[config.mk]
export PLATFORM = sky130hd
export DESIGN_NAME = vga_console_ctrl
export DESIGN_NICKNAME = d
export VERILOG_FILES = /design/src/rtl/vga_console_ctrl.sv
export SDC_FILE = /design/constraint.sdc
export NUM_CORES = 1
export LEC_CHECK = 0
export ABC_AREA = 1
export CAP_MARGIN = 25
export CORE_ASPECT_RATIO = 0.5
export CORE_MARGIN = 8
export CORE_UTILIZATION = 56
export CTS_CLUSTER_SIZE = 14
export DETAILED_ROUTE_END_ITERATION = 8
export GPL_TIMING_DRIVEN = 1
export PLACE_DENSITY = 0.87
export SYNTH_ARGS = -nofsm -noshare
export SYNTH_HDL_FRONTEND = slang
export SYNTH_SLANG_ARGS = --single-unit
export TNS_END_PERCENT = 10
[constraint.sdc]
create_clock -name clk -period 4.8 [get_ports clk]
set_input_delay 0.96 -clock clk [delete_from_list [all_inputs] [get_ports clk]]
set_output_delay 0.96 -clock clk [all_outputs]
set_load 0.02 [all_outputs]
[src/rtl/vga_console_ctrl.sv]
// Text console controller: takes characters/control codes and drives a VGA
// text-memory bus to print, scroll and clear a COLS x ROWS screen.
module vga_console_ctrl #(
    parameter int COLS = 80,
    parameter int ROWS = 30
) (
    input  logic        clk,
    input  logic        reset,
    input  logic        io_char_valid,
    output logic        io_char_ready,
    input  logic [7:0]  io_char_data,
    input  logic [7:0]  io_color,
    output logic [6:0]  io_cursor_x,
    output logic [4:0]  io_cursor_y,
    output logic        io_busy,
    output logic [31:0] io_bus_addr,
    output logic [31:0] io_bus_dat2,
    input  logic [31:0] io_bus_dat4,
    output logic        io_bus_sel,
    output logic        io_bus_we,
    input  logic        io_bus_ack
);
    typedef enum logic [2:0] {IDLE, PUT, SCR_RD, SCR_WR, FILL} state_t;

    localparam logic [6:0]  X_MAX     = 7'(COLS - 1);
    localparam logic [4:0]  Y_MAX     = 5'(ROWS - 1);
    localparam logic [11:0] C_COLS    = 12'(COLS);
    localparam logic [11:0] LAST      = 12'(ROWS * COLS - 1);
    localparam logic [11:0] SCR_LAST  = 12'((ROWS - 1) * COLS - 1);
    localparam logic [11:0] FILL_BASE = 12'((ROWS - 1) * COLS);

    state_t      r_state, w_state_next;
    logic [6:0]  r_x, w_x_next;
    logic [4:0]  r_y, w_y_next;
    logic [7:0]  r_color, w_color_next;
    logic [11:0] r_idx, w_idx_next;
    logic [15:0] r_rdata, w_rdata_next;
    logic        r_home, w_home_next;
    logic        r_sel, w_sel_next;
    logic        r_we, w_we_next;
    logic        r_first, w_first_next;
    logic [11:0] r_addr, w_addr_next;
    logic [15:0] r_dat, w_dat_next;
    logic [11:0] w_cur_addr;
    logic        w_done;

    assign w_cur_addr = 12'(r_y) * C_COLS + 12'(r_x);
    // The first sel cycle never completes, so a stale ack cannot end a transfer.
    assign w_done     = r_sel && !r_first && io_bus_ack;

    always_ff @(posedge clk or negedge reset) begin
        if (!reset) r_state <= IDLE;
        else        r_state <= w_state_next;
    end

    always_comb begin
        w_state_next = r_state;
        w_x_next     = r_x;
        w_y_next     = r_y;
        w_color_next = r_color;
        w_idx_next   = r_idx;
        w_rdata_next = r_rdata;
        w_home_next  = r_home;
        w_sel_next   = r_sel;
        w_we_next    = r_we;
        w_first_next = 1'b0;
        w_addr_next  = r_addr;
        w_dat_next   = r_dat;
        case (r_state)
            IDLE: if (io_char_valid) begin
                w_color_next = io_color;
                case (io_char_data)
                    8'h0D: w_x_next = '0;
                    8'h08: if (r_x != 7'd0) w_x_next = r_x - 7'd1;
                    8'h0A: begin
                        if (r_y < Y_MAX) begin
                            w_x_next = '0;
                            w_y_next = r_y + 5'd1;
                        end else begin
                            // x stays put until the scroll finishes
                            w_state_next = SCR_RD;
                            w_idx_next   = '0;
                            w_home_next  = 1'b0;
                        end
                    end
                    8'h0C: begin
                        w_state_next = FILL;
                        w_idx_next   = '0;
                        w_home_next  = 1'b1;
                        w_sel_next   = 1'b1;
                        w_we_next    = 1'b1;
                        w_first_next = 1'b1;
                        w_addr_next  = '0;
                        w_dat_next   = {io_color, 8'h20};
                    end
                    default: begin
                        w_state_next = PUT;
                        w_sel_next   = 1'b1;
                        w_we_next    = 1'b1;
                        w_first_next = 1'b1;
                        w_addr_next  = w_cur_addr;
                        w_dat_next   = {io_color, io_char_data};
                    end
                endcase
            end
            PUT: if (w_done) begin
                w_sel_next = 1'b0;
                if (r_x < X_MAX) begin
                    w_x_next     = r_x + 7'd1;
                    w_state_next = IDLE;
                end else if (r_y < Y_MAX) begin
                    w_x_next     = '0;
                    w_y_next     = r_y + 5'd1;
                    w_state_next = IDLE;
                end else begin
                    w_state_next = SCR_RD;
                    w_idx_next   = '0;
                    w_home_next  = 1'b0;
                end
            end
            SCR_RD: begin
                if (!r_sel) begin
                    w_sel_next   = 1'b1;
                    w_we_next    = 1'b0;
                    w_first_next = 1'b1;
                    w_addr_next  = r_idx + C_COLS;
                    w_dat_next   = '0;
                end else if (w_done) begin
                    w_rdata_next = io_bus_dat4[15:0];
                    w_sel_next   = 1'b0;
                    w_state_next = SCR_WR;
                end
            end
            SCR_WR: begin
                if (!r_sel) begin
                    w_sel_next   = 1'b1;
                    w_we_next    = 1'b1;
                    w_first_next = 1'b1;
                    w_addr_next  = r_idx;
                    w_dat_next   = r_rdata;
                end else if (w_done) begin
                    w_sel_next = 1'b0;
                    if (r_idx == SCR_LAST) begin
                        w_state_next = FILL;
                        w_idx_next   = FILL_BASE;
                    end else begin
                        w_idx_next   = r_idx + 12'd1;
                        w_state_next = SCR_RD;
                    end
                end
            end
            FILL: begin
                if (!r_sel) begin
                    w_sel_next   = 1'b1;
                    w_we_next    = 1'b1;
                    w_first_next = 1'b1;
                    w_addr_next  = r_idx;
                    w_dat_next   = {r_color, 8'h20};
                end else if (w_done) begin
                    w_sel_next = 1'b0;
                    if (r_idx == LAST) begin
                        w_state_next = IDLE;
                        w_x_next     = '0;
                        if (r_home) w_y_next = '0;
                    end else begin
                        w_idx_next = r_idx + 12'd1;
                    end
                end
            end
            default: w_state_next = IDLE;
        endcase
    end

    always_ff @(posedge clk or negedge reset) begin
        if (!reset) begin
            r_x     <= '0;
            r_y     <= '0;
            r_color <= '0;
            r_idx   <= '0;
            r_rdata <= '0;
            r_home  <= 1'b0;
            r_sel   <= 1'b0;
            r_we    <= 1'b0;
            r_first <= 1'b0;
            r_addr  <= '0;
            r_dat   <= '0;
        end else begin
            r_x     <= w_x_next;
            r_y     <= w_y_next;
            r_color <= w_color_next;
            r_idx   <= w_idx_next;
            r_rdata <= w_rdata_next;
            r_home  <= w_home_next;
            r_sel   <= w_sel_next;
            r_we    <= w_we_next;
            r_first <= w_first_next;
            r_addr  <= w_addr_next;
            r_dat   <= w_dat_next;
        end
    end

    assign io_char_ready = reset && (r_state == IDLE);
    assign io_busy       = (r_state != IDLE);
    assign io_cursor_x   = r_x;
    assign io_cursor_y   = r_y;
    assign io_bus_sel    = r_sel;
    assign io_bus_we     = r_we;
    assign io_bus_addr   = {20'd0, r_addr};
    assign io_bus_dat2   = {16'd0, r_dat};
endmodule

==> flow_summary.toml, run 1 <==
[finish]
stdcell_area_um2 = 7072
antennaDiodeCount = 0
drive_gt1_share_pct = 7.676
final_cell_mix = "nand2_1 (346), dfrtp_1 (83), clkdlybuf4s50_1 (78)"
final_net_count = 1017
area_delta_synth_final_pct = 15.82
final_common_cell = "nand2_1"

[global_route]
grt_pass1_vias = 5817
grt_pass1_wl_um = 28190
antenna_found_initial = 0
grt_max_degree = 56
grt_overflow = 0
grt_usage_pct = 23.18

[clock_tree]
clock-sinks = 83
insertion_delay_ns = 0.35
clk_transition_reported_paths_ns = 0.07
cts_resized = 0
h-tree-depth = 3
tritoncts = "built"
ctsRootBufferMaster = "clkbuf_16"
cts_buffers = 9
ctsHoldBuffers = 0
clock_tree.buffer_depth = 2
postCtsSetupBuffers = 0

[route]
ant_nets = 0
drt-total-wl_um = 17270
drtIter0Drc = 540
firstDrtPassIters = 6
post_drt_wl_per_cell_um = 15.76
via_per_inst = 5.560
drc = 0
num_vias = 6094

[power_and_ir_drop]
vdd_drop_max_uv = 284.2
combPwrFrac_pct = 52.1
p_per_area_nw_per_um2 = 531.9
clockPowerShare_pct = 18.8
p_sw_share_pct = 48.33
seq_power_share_pct = 29.1
internal_power_mw = 1.944
p_leak_nw = 3.660
p_switching_mw = 1.818

[floorplanning]
dieArea_um2 = 14700
rows = 27
coreArea_um2 = 10810
initial_core_util_pct = 56.48
die_width_um = 163.7
fp.dieH_um = 89.84
io_pins = 132

[hold_path]
hp-start = "r_addr[7]"
hold_path.class = "flip-flop to flip-flop"

[worst_setup_path]
critical_path_class = "primary input to flip-flop"
crit_fanout = 16
cp-start-kind = "primary input"
cp_cell_sequence = "clkdlybuf4s50_1 > nor2_1 > inv_1 > nor2_1 > nand2_1 > nand3_1 > nand2_1 > nor2_4 > nand2_1 > nand2_1"
regToRegSetupSlack_ns = 2.03
worstPathArrival_ns = 3.50
cpMostUsedCell = "nand2_1"
max_stage_delay_ns = 0.46
slowest_stage = "clkdlybuf4s50_1"
end_kind = "flip-flop"
path_buf_inv = 2
crit_path_start = "io_char_data[0]"
cp_top_family = "simple AND/OR/NAND/NOR gates"
rr_startpoint = "r_state[1]"
required_ns = 5.09

[placement]
gp_congestion = 0.9590
placed_cell_area_um2 = 6770
post-place-ws_ns = 1.339
post-dp-hpwl_um = 12170
numPortBuffers = 79

[sta]
max_freq_mhz = 311.2
timing.final.ws_setup_ns = 1.586
worstMarginPinSlew_ns = 0.8609
finalCritPeriodShare_pct = 66.95
setup_viol = 0
relSlewSlack_pct = 42.54
rsz0062_at_grt = "no"
drv_slew = 0
fin_setup_tns_ns = 0
finalHoldViolCount = 0
min_period_ns = 3.214
clock_skew_ns = 0.007426

[logic_synthesis]
synth_area_um2 = 6106
synth_top_cell_by_area = "dfrtp_1"
yosys_register_bits = 83
ys_warn_count = 0
avgSynthCellArea_um2 = 6.884
synth_cell_types = 39
synth_top_area_share_pct = 34.02
postSynthCellCount = 887
yosysSeqAreaShare_pct = 34.02
netlist_top_cells_area = "dfrtp_1 (34%), nand2_1 (21%), nand3_1 (6.1%)"

[run]
cap_viol_max_count = 0

[outcome]
status = "complete, no violations"
## metrics by stage
stage | hold WS (ns) | util (%) | std cells | total power, mW
floorplan | 0.4680 | - | 922 | 2.423
global placement | 0.4563 | 62.63 | 1080 | 2.962
finish | 0.4702 | 65.42 | 1096 | 3.762
detailed placement | 0.4573 | 62.63 | 1080 | 3.029
CTS | 0.4743 | 65.42 | 1096 | 3.748
global route | 0.4932 | 65.42 | 1096 | 4.001
## area by class of cell
type / count / area [µm²]
Clock inverter: 7 / 76.32
Sequential cell: 83 / 2077
Inverter: 75 / 289.0
Multi-Input combinational cell: 697 / 3427
Fill cell: 925 / 3739
Clock buffer: 9 / 225.2
Tap cell: 145 / 181.4
Timing Repair Buffer: 80 / 795.8
## layer usage
layer	global-route usage [%]	vias to the layer above	share of wire [%]
li1	-	2911	-
met1	30.40	2823	43
met2	36.73	314	45
met3	5.187	46	10
met4	8.647	0	2.2
met5	0	-	0
## logic make-up (layout without fill, tap and decap cells)
family          Yosys count  in the layout  synth area share [%]
flops                    83             83                 34.02
xor+xnor                  9              9                 1.291
compound gates           81             81                 7.418
buf+inv                 142            171                 12.01
mux                      19             19                 3.504
fa+ha+maj                19             19                 4.139
other cells               1             36               0.06142
simple gates            533            533                 37.56
## Yosys cell counts
master and instances:
nand2_1 346, dfrtp_1 83, nand3_1 74, inv_1 64
nor2_1 60, buf_4 39, o21ai_0 37, nand4_1 26
mux2_2 19, buf_2 17, ha_1 17, a21oi_1 15
o21ai_1 12, inv_2 8, nand3_2 8, clkbuf_1 6
nand2_2 6, o211ai_1 6, xor2_1 5, nor2_2 4
xnor2_1 4, a22oi_1 3, buf_6 3, inv_4 3
nor2_4 3, o22ai_1 3, a31oi_1 2, clkbuf_2 2
fa_1 2, a21oi_4 1, a2bb2oi_1 1, conb_1 1
nand2_4 1, nand3b_1 1, nor2_8 1, nor3_1 1
nor3_2 1, o221ai_1 1, or2_0 1
## tightest hold or removal path, cell delays in order, from the launching register on
cell     delay, ns
dfrtp_1       0.35
nand2_1       0.05
nand2_1       0.04
## registers in the layout, summed over array words and instances (netlist names)
name	cells
io_bus_sel	1
io_bus_we	1
io_cursor_x	7
io_cursor_y	5
r_addr	12
r_color	8
r_dat	16
r_first	1
r_home	1
r_idx	12
r_rdata	16
r_state	3
## worst paths after layout
check | end | depth (start not counted)
max | r_idx[3] | 10
min | r_addr[7] | 2
max reg2reg | r_addr[5] | 10
min reg2reg | r_addr[7] | 2
max in group asynchronous | r_idx[8] | 2
min in group asynchronous | r_dat[1] | 1
## power by group through the flow
stage / registers, mW / logic, mW / clock network (mW)
after floorplan: 1.20 / 1.22 / 0
after global placement: 1.09 / 1.87 / 0
after detailed placement: 1.10 / 1.93 / 0
after CTS: 1.09 / 1.94 / 0.715
after global routing: 1.12 / 2.14 / 0.743
final: 1.10 / 1.96 / 0.707
(Power assumes the default switching activity.)
==> run 2: changes to the inputs <==
--- a/config.mk
+++ b/config.mk
@@ -9,11 +9,11 @@
 export CAP_MARGIN = 25
 export CORE_ASPECT_RATIO = 0.5
 export CORE_MARGIN = 8
-export CORE_UTILIZATION = 56
+export CORE_UTILIZATION = 52
 export CTS_CLUSTER_SIZE = 14
 export DETAILED_ROUTE_END_ITERATION = 8
 export GPL_TIMING_DRIVEN = 1
-export PLACE_DENSITY = 0.87
+export PLACE_DENSITY = 0.82
 export SYNTH_ARGS = -nofsm -noshare
 export SYNTH_HDL_FRONTEND = slang
 export SYNTH_SLANG_ARGS = --single-unit
==> constraint.sdc (replaced) <==
create_clock -name clk -period 3.2 [get_ports clk]
set_input_delay 0.64 -clock clk [delete_from_list [all_inputs] [get_ports clk]]
set_output_delay 0.64 -clock clk [all_outputs]
set_load 0.02 [all_outputs]
==> run 2 against run 1 <==
  * Global-route usage is 1.5 points lower
  * Register-to-register slack worse by 1.3 ns
  * Clock skew about the same
  * Via count decreased by 0.72%
  * Routed wire length fell by 0.85%
  * Die area increased by 6.6%
  * Critical path depth decreased by 4
  * Final cell count is 2.3% higher
  * Combinational power is 52% higher
  * Hold slack worse by 0.14 ns
  * Sequential share of layout area shrank 0.38 points
  * Critical path type is now flip-flop to output pin
==> flow_summary.toml, run 2 (synthesis gave the netlist of run 1 again) <==
[clock_tree]
ctsHoldBuffers = 0
insertion_delay_ns = 0.35
ctsRootBufferMaster = "clkbuf_16"
clock-sinks = 83
cts_buffers = 9
clk_transition_reported_paths_ns = 0.07
tritoncts = "built"
clock_tree.buffer_depth = 2
h-tree-depth = 3
postCtsSetupBuffers = 0
cts_resized = 0

[global_route]
grt_pass1_wl_um = 28080
grt_pass1_vias = 5869
grt_usage_pct = 21.65
grt_max_degree = 52
grt_overflow = 0
antenna_found_initial = 0

[worst_setup_path]
crit_fanout = 8
worstPathArrival_ns = 1.99
critical_path_class = "flip-flop to output pin"
required_ns = 2.56
rr_startpoint = "r_state[1]"
regToRegSetupSlack_ns = 0.73
end_kind = "output pin"
cp-start-kind = "flip-flop"
crit_path_start = "r_state[1]"

[route]
post_drt_wl_per_cell_um = 15.28
drtIter0Drc = 496
drt-total-wl_um = 17130
drc = 0
num_vias = 6050
firstDrtPassIters = 5
via_per_inst = 5.397
ant_nets = 0

[finish]
top_regs = "r_dat (16), r_rdata (16)"
final_common_cell = "nand2_1"
final_net_count = 1022
register_area_um2 = 2077
drive_gt1_share_pct = 8.159
multiInputGateArea_um2 = 3427
final_cell_mix = "nand2_1 (346), dfrtp_1 (83), clkdlybuf4s50_1 (78)"
antennaDiodeCount = 0
fill_cells = 1088
area_delta_synth_final_pct = 17.36

[sta]
setup_viol = 0
worstMarginPinSlew_ns = 0.8717
relSlewSlack_pct = 41.67
clock_skew_ns = 0.007488
drv_slew = 0
max_freq_mhz = 379.8
fin_setup_tns_ns = 0
finalHoldViolCount = 0
min_period_ns = 2.633
finalCritPeriodShare_pct = 82.28
rsz0062_at_grt = "no"

[run]
cap_viol_max_count = 0

[floorplanning]
die_width_um = 169.2
io_pins = 132
coreArea_um2 = 11630
rows = 28
fp.dieH_um = 92.63
dieArea_um2 = 15680
initial_core_util_pct = 52.50

[placement]
gp_congestion = 0.9526
post-dp-hpwl_um = 12220
numPortBuffers = 79

[power_and_ir_drop]
clockPowerShare_pct = 19.4
p_sw_share_pct = 47.41
seq_power_share_pct = 28.7
p_switching_mw = 2.715
p_per_area_nw_per_um2 = 799.2
power_mw = 5.727
p_leak_nw = 3.698
combPwrFrac_pct = 51.9
vdd_drop_max_uv = 512.7
internal_power_mw = 3.012

[hold_path]
hold_path.class = "primary input to async pin"

[outcome]
status = "complete, no violations"
## run 2: per-layer routing
metal  GRT usage (%)  wire length (µm)  vias up
met5               0                 0        -
met4           9.656               319        0
met3           5.730              1633       32
met2           33.97              7571      275
met1           27.87              7602     2828
li1                -                 -     2915
## run 2: worst paths after layout
check / endpoint / depth (start not counted)
hold reg to reg: r_dat[1] / 2
setup reg to reg: r_idx[10] / 10
min in group clk: r_dat[1] / 2
setup / recovery: io_char_ready / 6
max in group asynchronous: r_idx[11] / 3
hold / removal: r_rdata[2] / 2
## run 2: through the flow
step / hold WS [ns] / instance area [µm²] / worst slack, ns / instances / util, %
floorplan: 0.3444 / 6237 / 1.009 / 922 / -
global placement: 0.4548 / 6825 / 0.3920 / 1104 / 58.68
detailed placement: 0.4592 / 6853 / 0.3456 / 1105 / 58.92
CTS: 0.3456 / 7166 / 0.5844 / 1121 / 61.61
global route: 0.3699 / 7166 / 0.3443 / 1121 / 61.61
finish: 0.3321 / 7166 / 0.5672 / 1121 / 61.61
## run 2: worst max-delay path, stage by stage (launching register included)
cell	delay (ns)
dfrtp_1	0.45
inv_1	0.13
nand2_2	0.09
nor2_4	0.18
inv_2	0.09
nor2_1	0.09
clkdlybuf4s50_1	0.61
## run 2: area by class of cell
type | instances | share of cell area, %
clock buffers | 9 | 3.143
inverters | 75 | 4.034
well taps | 165 | 2.881
clock inverters | 7 | 1.222
repair buffers | 85 | 11.91
multi-input cells | 697 | 47.83
flip-flops and latches | 83 | 28.99
## run 2: power by group through the flow
stage	Clock (mW)	Combinational, mW	Sequential (mW)
after detailed placement	0	2.93	1.65
after global routing	1.15	3.23	1.68
after floorplan	0	1.83	1.80
after CTS	1.12	2.94	1.64
after global placement	0	2.84	1.64
final	1.11	2.97	1.64
==> RTL edit (config.mk and constraints of run 2) <==
The 5 states of `state_t` get a one-hot encoding in 5 bits.
--- a/src/rtl/vga_console_ctrl.sv
+++ b/src/rtl/vga_console_ctrl.sv
@@ -21,5 +21,5 @@
     input  logic        io_bus_ack
 );
-    typedef enum logic [2:0] {IDLE, PUT, SCR_RD, SCR_WR, FILL} state_t;
+    typedef enum logic [4:0] {IDLE = 5'b00001, PUT = 5'b00010, SCR_RD = 5'b00100, SCR_WR = 5'b01000, FILL = 5'b10000} state_t;
 
     localparam logic [6:0]  X_MAX     = 7'(COLS - 1);
Behaviour: same outputs for any inputs over 4 cycles, from zero or initial values and one cycle with reset low; so few cycles prove little.
==> RTL edit against run 2 <==
Critical path depth is 1 lower. Final area is 3.5% higher. Sequential cell count is 2 higher. Routed wire length is 8.7% higher. Setup slack worse by 240 ps. Area after synthesis is 3.0% higher. Power is 12% lower. Count of clock-buffer cells in the layout is 1 higher. Non-clock buffer count is 7 higher. Register-to-register slack better by 40 ps. Largest cell class unchanged.
==> RTL edit: results (changes against run 2) <==
stage,metric,value,unit,change
placement,post-DP HPWL,13500,um,was 12200 um
yosys,sequential area share after synthesis,33.8,%,was 34.0%
yosys,Post-Syn Area per Cell,6.65,um^2,was 6.88 um^2
finish,fillers,1098,,was 1088
pwr,Worst VDD drop,0.000371,V,was 0.000513 V
finish,Multi-input gate area,3620,um^2,was 3430 um^2
yosys,Synth Area in Compound Gates,4.79,%,was 7.42%
finish,Multi-In Gates,761,,was 697
yosys,leading post-synthesis cells by cell area,"dfrtp_1, nand2_1, nand3_1",,unchanged
placement,RD Place Congestion,1.02,,was 0.953
finish,fraction of area in multi-input gates,48.8,%,was 47.8%
yosys,Commonest cells post-synth,"nand2_1, nand3_1, dfrtp_1, nor2_1, inv_1",,"was nand2_1, dfrtp_1, nand3_1, inv_1, nor2_1"
finish,buffering overhead,11.9,%,about the same
worst_setup_path,Critical Path Max Stage Delay,660,ps,was 610 ps
pwr,NetSw,2.21,mW,was 2.72 mW
finish,Inverters,71,,was 75
yosys,Post-Synth Adder-Cell Area,4.02,%,was 4.14%
routing,Via Count,6522,,was 6050
finish,Antenna Cells,0,,unchanged
placement,Post-Place Cell Area,7100,um^2,was 6850 um^2
pwr,Clock power frac,22.3,%,was 19.4%
finish,Seq area share,28.7,%,was 29.0%
yosys,synth unique cells,38,,was 39
clock_network,clock tree buffer depth,2,,unchanged
clock_network,TritonCTS Sinks,85,,was 83
routing,Initial DRC Count,567,,was 496
routing,DRT Pass-1 Iters,6,,was 5
pwr,Leakage,3.91,nW,was 3.70 nW
finish,fin nets,1091,,was 1022
global_routing,largest net degree at the start of global routing,49,,was 52
routing,Vias/cell,5.48,,was 5.40
yosys,yosys warns,0,,unchanged
routing,DRT Wirelength,18600,um,was 17100 um
finish,nonclk buf count,92,,was 85
finish,synth-to-layout area growth,17.9,%,was 17.4%
yosys,xor/xnor cell area share of the yosys netlist,1.25,%,was 1.29%
finish,clk cell area share,4.22,%,was 4.37%
yosys,post-synthesis mux area share,3.04,%,was 3.50%
placement,pre-CTS WS,420,ps,was 346 ps
global_routing,first-pass GRT wire length,30300,um,was 28100 um
pwr,combinational share of power,46.7,%,was 51.9%
worst_setup_path,Crit Path Max Fanout,6,,was 8
pwr,Net Sw Frac,44.0,%,was 47.4%
placement,# placed instances,1174,,was 1105
finish,CLK BUF,10,,was 9
sta,slew at the pin closest to its max-slew limit,968,ps,was 872 ps
run_status,outcome,completed,,unchanged
finish,layout cells sized above 1,7.32,%,was 8.16%
global_routing,number of global-route vias before repair,6235,,was 5869
==> RTL edit: final timing paths <==
kind	to	slack, ps	startpoint	cells past startpoint
worst min-delay path	r_rdata[8]$_DFFE_PN0P_	350	reset	2
worst max-delay path	io_char_ready	320	r_state[0]$_DFFE_PN1P_	5
max in group asynchronous	r_addr[10]$_DFFE_PN0P_	1820	reset	3
worst max register to register	r_addr[8]$_DFFE_PN0P_	770	r_state[0]$_DFFE_PN1P_	8
min in group clk	r_addr[9]$_DFFE_PN0P_	480	r_addr[9]$_DFFE_PN0P_	2
worst min register to register	r_addr[9]$_DFFE_PN0P_	480	r_addr[9]$_DFFE_PN0P_	2
==> RTL edit: layer usage <==
| layer | GRT usage (%) | part of all wire (%) | vias up |
|---|---|---|---|
| met3 | 5.07 | 11 | 50 |
| met4 | 9.56 | 2.4 | 0 |
| met2 | 37.8 | 45 | 329 |
| met1 | 30.2 | 42 | 3044 |
| met5 | 0 | 0 | - |
| li1 | - | - | 3099 |
